[config.mk]
export PLATFORM = sky130hd
export DESIGN_NAME = regfile_mp_flat
export DESIGN_NICKNAME = d
export VERILOG_FILES = /design/src/rtl/regfile_mp_pkg.sv /design/src/rtl/regfile_mp_if.sv /design/src/rtl/regfile_clear_fsm.sv /design/src/rtl/regfile_mp.sv /design/src/flat_wrapper.sv
export SDC_FILE = /design/constraint.sdc
export NUM_CORES = 1
export LEC_CHECK = 0
export CORE_MARGIN = 3
export CORE_UTILIZATION = 55
export DETAILED_ROUTE_END_ITERATION = 10
export PLACE_DENSITY = 0.74
export SYNTH_ARGS = -nofsm -noshare
export SYNTH_HDL_FRONTEND = slang
export SYNTH_SLANG_ARGS = --single-unit
[constraint.sdc]
create_clock -name i_clk -period 6.1 [get_ports i_clk]
set_input_delay 1.22 -clock i_clk [delete_from_list [all_inputs] [get_ports i_clk]]
set_output_delay 1.22 -clock i_clk [all_outputs]
set_load 0.02 [all_outputs]
[src/rtl/regfile_mp_pkg.sv]
// Shared constants and state encoding for the multi-port register file.
package regfile_mp_pkg;

  localparam int unsigned DATAWIDTH = 16;
  localparam int unsigned REGWIDTH  = 4;
  localparam int unsigned RF_NRD    = 2;

  // Clear sequencer state: sweeping the array, or in normal operation
  typedef enum logic {
    RF_CLEAR = 1'b0,
    RF_READY = 1'b1
  } rf_state_e;

endpackage

[src/rtl/regfile_mp_if.sv]
// Write port, packed read ports and status of the register file.
interface regfile_mp_if #(
  parameter int unsigned DATA_W = 16,
  parameter int unsigned ADDR_W = 4,
  parameter int unsigned NRD    = 2
);

  logic                  wr_en;
  logic [ADDR_W-1:0]     wr_addr;
  logic [DATA_W-1:0]     wr_data;
  logic [NRD*ADDR_W-1:0] rd_addr;
  logic [NRD*DATA_W-1:0] rd_data;
  logic                  busy;
  logic                  wr_drop;

  modport master (
    output wr_en, wr_addr, wr_data, rd_addr,
    input  rd_data, busy, wr_drop
  );

  modport slave (
    input  wr_en, wr_addr, wr_data, rd_addr,
    output rd_data, busy, wr_drop
  );

endinterface

[src/rtl/regfile_clear_fsm.sv]
// Post-reset clear sequencer: zeroes one register per cycle, then hands over to normal operation.
module regfile_clear_fsm
  import regfile_mp_pkg::*;
#(
  parameter int unsigned ADDR_W   = REGWIDTH,
  parameter bit          ZERO_REG = 1'b1
) (
  input  logic              i_clk,
  input  logic              i_reset,
  input  logic              i_wr_en,
  output logic              o_busy,
  output logic              o_wr_drop,
  output logic              o_clr_we,
  output logic [ADDR_W-1:0] o_clr_idx
);

  // r0 never needs clearing when it is hardwired to zero
  localparam logic [ADDR_W-1:0] StartIdx = ZERO_REG ? ADDR_W'(1) : '0;
  localparam logic [ADDR_W-1:0] LastIdx  = '1;

  rf_state_e         r_state;
  logic              r_busy;
  logic              r_wr_drop;
  logic [ADDR_W-1:0] r_clr_idx;

  // State, sweep index and registered status flags
  always_ff @(posedge i_clk) begin
    if (i_reset) begin
      r_state   <= RF_CLEAR;
      r_busy    <= 1'b1;
      r_wr_drop <= 1'b0;
      r_clr_idx <= StartIdx;
    end else begin
      r_wr_drop <= (r_state == RF_CLEAR) && i_wr_en;
      case (r_state)
        RF_CLEAR: begin
          // Leaving at the last index means clr_idx never has to wrap
          if (r_clr_idx == LastIdx) begin
            r_state <= RF_READY;
            r_busy  <= 1'b0;
          end else begin
            r_clr_idx <= r_clr_idx + ADDR_W'(1);
          end
        end
        default: begin
          r_state <= RF_READY;
          r_busy  <= 1'b0;
        end
      endcase
    end
  end

  assign o_busy    = r_busy;
  assign o_clr_we  = r_busy;
  assign o_wr_drop = r_wr_drop;
  assign o_clr_idx = r_clr_idx;

endmodule

[src/rtl/regfile_mp.sv]
// Parametrised register file: NRD combinational read ports, one posedge write port,
// optional hardwired-zero r0 and same-cycle write-to-read bypass.
module regfile_mp
  import regfile_mp_pkg::*;
#(
  parameter int unsigned DATA_W   = DATAWIDTH,
  parameter int unsigned ADDR_W   = REGWIDTH,
  parameter int unsigned NRD      = RF_NRD,
  parameter bit          ZERO_REG = 1'b1,
  parameter bit          BYPASS   = 1'b1
) (
  input  logic         i_clk,
  input  logic         i_reset,
  regfile_mp_if.slave  io_bus
);

  localparam int unsigned DEPTH = 2 ** ADDR_W;

  logic [DATA_W-1:0] r_mem [DEPTH];

  logic              w_busy;
  logic              w_clr_we;
  logic [ADDR_W-1:0] w_clr_idx;
  logic              w_usr_we;

  regfile_clear_fsm #(
    .ADDR_W   (ADDR_W),
    .ZERO_REG (ZERO_REG)
  ) u_clear_fsm (
    .i_clk     (i_clk),
    .i_reset   (i_reset),
    .i_wr_en   (io_bus.wr_en),
    .o_busy    (w_busy),
    .o_wr_drop (io_bus.wr_drop),
    .o_clr_we  (w_clr_we),
    .o_clr_idx (w_clr_idx)
  );

  // Writes to a hardwired r0 are dropped silently (no wr_drop pulse)
  assign w_usr_we = io_bus.wr_en && !w_busy && !(ZERO_REG && (io_bus.wr_addr == '0));

  // Storage: the clear sweep owns the write port while busy
  always_ff @(posedge i_clk) begin
    if (w_clr_we) begin
      r_mem[w_clr_idx] <= '0;
    end else if (w_usr_we) begin
      r_mem[io_bus.wr_addr] <= io_bus.wr_data;
    end
  end

  assign io_bus.busy = w_busy;

  for (genvar gi = 0; gi < NRD; gi++) begin : g_rd
    logic [ADDR_W-1:0] w_addr;
    logic [DATA_W-1:0] w_data;

    assign w_addr = io_bus.rd_addr[gi*ADDR_W +: ADDR_W];

    // Per-port read mux: busy, then zero register, then bypass, then array
    always_comb begin
      w_data = r_mem[w_addr];
      if (w_busy) begin
        w_data = '0;
      end else if (ZERO_REG && (w_addr == '0)) begin
        w_data = '0;
      end else if (BYPASS && io_bus.wr_en && (io_bus.wr_addr == w_addr)) begin
        w_data = io_bus.wr_data;
      end
    end

    assign io_bus.rd_data[gi*DATA_W +: DATA_W] = w_data;
  end

endmodule

[src/flat_wrapper.sv]
// flat-port wrapper written by rule: the top's interface ports become plain ports
module regfile_mp_flat import regfile_mp_pkg::*;
#(
  parameter int unsigned DATA_W   = DATAWIDTH,
  parameter int unsigned ADDR_W   = REGWIDTH,
  parameter int unsigned NRD      = RF_NRD,
  parameter bit          ZERO_REG = 1'b1,
  parameter bit          BYPASS   = 1'b1
)
  (i_clk, i_reset, io_bus_wr_en, io_bus_wr_addr, io_bus_wr_data, io_bus_rd_addr, io_bus_rd_data, io_bus_busy, io_bus_wr_drop);
  regfile_mp_if #(.DATA_W(DATA_W), .ADDR_W(ADDR_W), .NRD(NRD)) io_bus_i ();
  input  logic i_clk;
  input  logic i_reset;
  input wire logic [$bits(io_bus_i.wr_en)-1:0] io_bus_wr_en;
  input wire logic [$bits(io_bus_i.wr_addr)-1:0] io_bus_wr_addr;
  input wire logic [$bits(io_bus_i.wr_data)-1:0] io_bus_wr_data;
  input wire logic [$bits(io_bus_i.rd_addr)-1:0] io_bus_rd_addr;
  output wire logic [$bits(io_bus_i.rd_data)-1:0] io_bus_rd_data;
  output wire logic [$bits(io_bus_i.busy)-1:0] io_bus_busy;
  output wire logic [$bits(io_bus_i.wr_drop)-1:0] io_bus_wr_drop;
  assign io_bus_i.wr_en = io_bus_wr_en;
  assign io_bus_i.wr_addr = io_bus_wr_addr;
  assign io_bus_i.wr_data = io_bus_wr_data;
  assign io_bus_i.rd_addr = io_bus_rd_addr;
  assign io_bus_rd_data = io_bus_i.rd_data;
  assign io_bus_busy = io_bus_i.busy;
  assign io_bus_wr_drop = io_bus_i.wr_drop;
  regfile_mp #(.DATA_W(DATA_W), .ADDR_W(ADDR_W), .NRD(NRD), .ZERO_REG(ZERO_REG), .BYPASS(BYPASS)) u_core (.i_clk(i_clk), .i_reset(i_reset), .io_bus(io_bus_i));
endmodule
==> results of run 1 <==
==> logic make-up after synthesis <==
group,synth area share
AO/OA/AOI/OAI,0.05163
XOR/XNOR,0.006793
adder cells (fa/ha/maj),0.0009702
buffers and inverters,0.03018
flip-flops,0.6071
multiplexers,0.2555
AND/OR/NAND/NOR,0.04784
==> layout make-up <==
class	count	area share
sequential	263	0.5337
inverter	1	0.0002559
tap	313	0.02670
multi-input combinational	374	0.3197
clock buffer	34	0.05075
timing repair buffer	97	0.06347
clock inverter	13	0.005459
==> final timing paths <==
kind	from	end	slack [ns]	cells past startpoint
max	io_bus_rd_addr[2]	io_bus_rd_data[4]	0.86	8
min reg2reg	u_core.u_clear_fsm.r_state$_SDFF_PP0_	u_core.u_clear_fsm.o_wr_drop$_SDFF_PP0_	0.48	1
max reg2reg	u_core.u_clear_fsm.o_busy$_SDFFE_PP1N_	u_core.r_mem[7][4]$_DFFE_PP_	3.32	6
min	u_core.u_clear_fsm.r_state$_SDFF_PP0_	u_core.u_clear_fsm.o_wr_drop$_SDFF_PP0_	0.48	1
==> state kept, by name, summed over array words and instances (netlist names) <==
register	cells
u_core.u_clear_fsm.o_wr_drop	1
u_core.u_clear_fsm.r_state	1
u_core.u_clear_fsm.o_busy	1
u_core.r_mem	256
u_core.u_clear_fsm.o_clr_idx	4
==> through the flow <==
| stage | power (mW) | instance area (um2) | std cells | worst slack, ns |
|---|---|---|---|---|
| after detailed placement | 2.470 | 13840 | 1048 | 0.8859 |
| after floorplan | 2.344 | 12890 | 695 | 2.128 |
| after global routing | 4.118 | 14670 | 1095 | 0.7143 |
| after global placement | 2.457 | 13840 | 1048 | 0.9289 |
| after CTS | 4.013 | 14670 | 1095 | 0.8777 |
| final | 3.992 | 14670 | 1095 | 0.8584 |
==> routing by layer <==
layer  up-vias  track usage  wire length, um
met5         -            0                0
met4         0      0.08556              905
met3        78      0.06139             3767
met2       524       0.4391            16720
met1      3912       0.3550            11970
li1       3073            -                -
==> cell usage after synthesis, types with 12 or more instances <==
master,n
mux4_2,128
clkbuf_1,15
nand2_1,34
a211o_1,30
edfxtp_1,256
nor2b_1,36
buf_2,19
a32o_1,30
and2_1,16
nor2_1,24
buf_4,12
mux2i_1,40
==> power groups by stage <==
stage / sequential, mW / combinational [mW] / clock (mW)
3_3_place_gp: 2.08 / 0.379 / 0
2_1_floorplan: 2.08 / 0.268 / 0
3_5_place_dp: 2.09 / 0.385 / 0
6_report: 2.05 / 0.386 / 1.56
4_1_cts: 2.05 / 0.386 / 1.58
5_1_grt: 2.05 / 0.408 / 1.66
==> worst register-to-register path, stage by stage (launching register included) <==
cell,delay [ns]
dfxtp_1,0.42
nand2b_1,0.21
a21oi_1,0.14
buf_4,0.34
mux2_2,0.42
nor2_1,0.52
buf_4,0.40
==> flow_summary.yaml, run 1 <==
floorplanning:
  rows: 55
  ios: 65
  die-area_mm2: 0.02532
  start_util: 0.5643
  die_x_um: 159.1
  core_mm2: 0.02285
  die_y_um: 159.1
finish:
  layout.nets: 797
  mostFrequentLayoutCell: "edfxtp_1"
  fin_util: 0.6420
  drive_above_1_share: 0.2609
  n_fill_cell: 1621
  insertedDiodeCount: 0
  final_cell_mix: "256 x edfxtp_1, 128 x mux4_2, 58 x clkdlybuf4s50_1"
  multi_input_area_mm2: 0.004690
  area_delta_synth_final_pct: 13.76
  seq_area_mm2: 0.007828
setup_path:
  cp_data_required_time_ns: 4.88
  cp.arrival_ns: 4.02
  crit_path_end_kind: "primary output"
  path_buf_inv: 4
  critPathKind: "primary input to primary output"
  crit_family: "buffers and inverters"
  path_max_fanout: 9
  max_stage_delay_ns: 0.61
  start_kind: "primary input"
  worstPathCellList: "clkdlybuf4s50_1 -> buf_4 -> xor2_1 -> nor3_1 -> and4b_1 -> buf_4 -> a32o_1 -> clkdlybuf4s50_1"
  crit_path_top_delay_cell: "clkdlybuf4s50_1"
yosys:
  yosysTopAreaCell: "edfxtp_1"
  ys_ff_latch: 263
  syn-mean-instance-area_um2: 18.55
  ys_types: 35
  yosys_warnings: 0
  synthArstFlopShare: 0
  syn_inst: 695
  ys_seq_area_frac: 0.6071
  syn_nets: 727
  synth_edf_count: 256
  synth_area_leaders: "edfxtp_1 60%, mux4_2 22%, mux2i_1 3.1%, a32o_1 2.3%, a211o_1 2.0%"
  syn_area_mm2: 0.01289
  synth_top_area_frac: 0.5962
  ys.flop_type: "edfxtp_1"
sta:
  slew_violations: 0
  rsz0062_at_grt: "no"
  fin_tns_setup_ns: 0
  worst_slew_pin_slew_ns: 0.6748
  max_slew_margin: 0.5442
  hold_viol_final: 0
  clock_skew_ns: 0.01032
  setup_viol: 0
  whs_ns: 0.4783
  fin_crit_sh: 0.8593
  layout_min_cycle_time_ns: 5.242
  max_freq_mhz: 190.8
route:
  drtIter0Drc: 959
  wl_um: 33370
  route.vias.total: 7587
  drt_first_pass_iters: 6
  post_drt_wl_per_cell_um: 30.47
  vias_per_cell: 6.929
  drc: 0
  ant_nets: 0
cts:
  cts_num_sinks: 263
  postCtsHoldBufs: 0
  cts_buffer_depth: 3
  root_buffer: "clkbuf_16"
  cts_tree: "built"
  htree_num_levels: 1
  cts.reportedPaths.clkPinSlew_ns: 0.06
  postCtsResizedCells: 0
  numCtsBuffers: 28
  clock_latency_ns: 0.54
  post-cts-setup-buffer-count: 0
worst_hold_path:
  hp-class: "register to register"
place:
  gp_congestion: 0.7730
  place_hpwl_um: 19760
  io_buffer_count: 64
power_and_ir_drop:
  clockPowerShare: 0.390
  comb_power_share: 0.097
  vdd_drop_max_uv: 185.3
  power.internal_mw: 3.098
  swShare: 0.2241
  p_per_area_mw_per_mm2: 272.2
  p_leak_nw: 4.971
  p_seq_frac: 0.513
  power.switching_mw: 0.8947
global_routing:
  grt_max_degree: 49
  grt_remaining_overflow: 0
  grt_usage: 0.2655
  antenna_found_initial: 0
  grt_pass1_wl_um: 50450
  grt_pass1_vias: 8124
run_status:
  status: "complete, no violations"
flow_run:
  cap_violations: 0
(Power assumes the default switching activity.)
==> run 2: changes to the inputs <==
--- a/config.mk
+++ b/config.mk
@@ -7,8 +7,9 @@
 export LEC_CHECK = 0
 export CORE_MARGIN = 3
 export CORE_UTILIZATION = 55
+export CTS_CLUSTER_SIZE = 14
 export DETAILED_ROUTE_END_ITERATION = 10
-export PLACE_DENSITY = 0.74
+export PLACE_DENSITY_LB_ADDON = 0.2
 export SYNTH_ARGS = -nofsm -noshare
 export SYNTH_HDL_FRONTEND = slang
 export SYNTH_SLANG_ARGS = --single-unit
==> run 2 against run 1 <==
Against the previous run: cell area rose by 0.34%; flip-flop and latch count unchanged; global-route usage decreased by 0.28 points; fmax is 1.1% higher; count of clock-buffer cells in the layout fell by 3; die area unchanged.
==> flow_summary.yaml, run 2 (synthesized netlist as in run 1, its figures left out) <==
route:
  route.vias.total: 7571
  drtIter0Drc: 1059
  drc: 0
  wl_um: 33060
  post_drt_wl_per_cell_um: 30.06
  drt_first_pass_iters: 5
  ant_nets: 0
  vias_per_cell: 6.883
cts:
  root_buffer: "clkbuf_16"
  cts_buffer_depth: 3
  htree_num_levels: 1
  post-cts-setup-buffer-count: 0
  cts_tree: "built"
  numCtsBuffers: 27
  cts_num_sinks: 263
  clock_latency_ns: 0.53
  postCtsResizedCells: 0
  cts.reportedPaths.clkPinSlew_ns: 0.06
  postCtsHoldBufs: 0
sta:
  worst_slew_pin_slew_ns: 1.186
  setup_ws_ns: 0.9171
  setup_viol: 0
  fin_crit_sh: 0.8497
  rsz0062_at_grt: "no"
  max_freq_mhz: 192.9
  max_slew_margin: 0.2083
  layout_min_cycle_time_ns: 5.183
  clock_skew_ns: 0.006370
  fin_tns_setup_ns: 0
  hold_viol_final: 0
  slew_violations: 0
global_routing:
  grt_pass1_vias: 8079
  grt_remaining_overflow: 0
  grt_pass1_wl_um: 50250
  grt_max_degree: 41
  antenna_found_initial: 0
  grt_usage: 0.2627
finish:
  n_fill_cell: 1604
  final_cells: 1100
  final_area_mm2: 0.01472
  drive_above_1_share: 0.2910
  area_delta_synth_final_pct: 14.15
  seq_area_mm2: 0.007828
  layout.nets: 798
  insertedDiodeCount: 0
  mostFrequentLayoutCell: "edfxtp_1"
  largest_register_ffs: 256
  top_register: "u_core.r_mem"
  final_cell_mix: "256 x edfxtp_1, 128 x mux4_2, 58 x clkdlybuf4s50_1"
  multi_input_area_mm2: 0.004733
setup_path:
  crit_path_end_kind: "primary output"
  path_max_fanout: 9
  critPathKind: "primary input to primary output"
  cp.arrival_ns: 3.96
  start_kind: "primary input"
  cp_data_required_time_ns: 4.88
place:
  place_hpwl_um: 20570
  dp_cells: 1050
  gp_congestion: 0.8730
  dpl_worst_slack_ns: 0.9705
  postPlaceCellArea_mm2: 0.01390
  io_buffer_count: 64
floorplanning:
  start_util: 0.5643
  die_y_um: 159.1
  ios: 65
  rows: 55
  die-area_mm2: 0.02532
  core_mm2: 0.02285
  die_x_um: 159.1
power_and_ir_drop:
  vdd_drop_max_uv: 219.9
  p_per_area_mw_per_mm2: 269.2
  p_leak_nw: 4.975
worst_hold_path:
  hp-class: "register to register"
flow_run:
  cap_violations: 0
run_status:
  status: "complete, no violations"
-- run 2: cell type report --
cell class / count / area share
Clock buffer: 31 / 0.04693
Multi-Input combinational cell: 374 / 0.3216
Clock inverter: 19 / 0.008501
Timing Repair Buffer: 99 / 0.06427
Tap cell: 313 / 0.02661
Inverter: 1 / 0.0002550
Sequential cell: 263 / 0.5318
-- run 2: worst paths after layout --
kind,slack (ns),cells after the start,end,from
min reg2reg,0.46,1,u_core.u_clear_fsm.o_wr_drop$_SDFF_PP0_,u_core.u_clear_fsm.r_state$_SDFF_PP0_
max,0.92,7,io_bus_rd_data[31],io_bus_wr_addr[1]
min,0.46,1,u_core.u_clear_fsm.o_wr_drop$_SDFF_PP0_,u_core.u_clear_fsm.r_state$_SDFF_PP0_
max reg2reg,2.95,6,u_core.r_mem[13][2]$_DFFE_PP_,u_core.u_clear_fsm.o_busy$_SDFFE_PP1N_
-- run 2: routing by layer --
layer,GRT usage,share of wire
met3,0.05073,0.092
met4,0.08476,0.034
met5,0,0
met2,0.4381,0.50
met1,0.3552,0.38
-- run 2: through the flow --
stage	power, mW	hold slack [ns]	util
after CTS	3.985	0.4626	0.6442
after global routing	4.083	0.4904	0.6442
final	3.962	0.4601	0.6442
after floorplan	2.344	0.4179	-
after global placement	2.461	0.4498	0.6085
after detailed placement	2.474	0.4513	0.6085
-- run 2: where the power goes --
part	switching, mW	leakage (nW)	internal (mW)
clock network	0.670	0.401	0.854
registers	0.0274	2.52	2.02
logic	0.209	2.05	0.180
total	0.907	4.98	3.06
-- run 2: critical path, cell delays in order --
cell,delay (ns)
clkdlybuf4s50_1,0.52
xor2_1,0.21
nor3_1,0.31
and4b_1,0.54
buf_4,0.28
a32o_1,0.23
clkdlybuf4s50_1,0.64
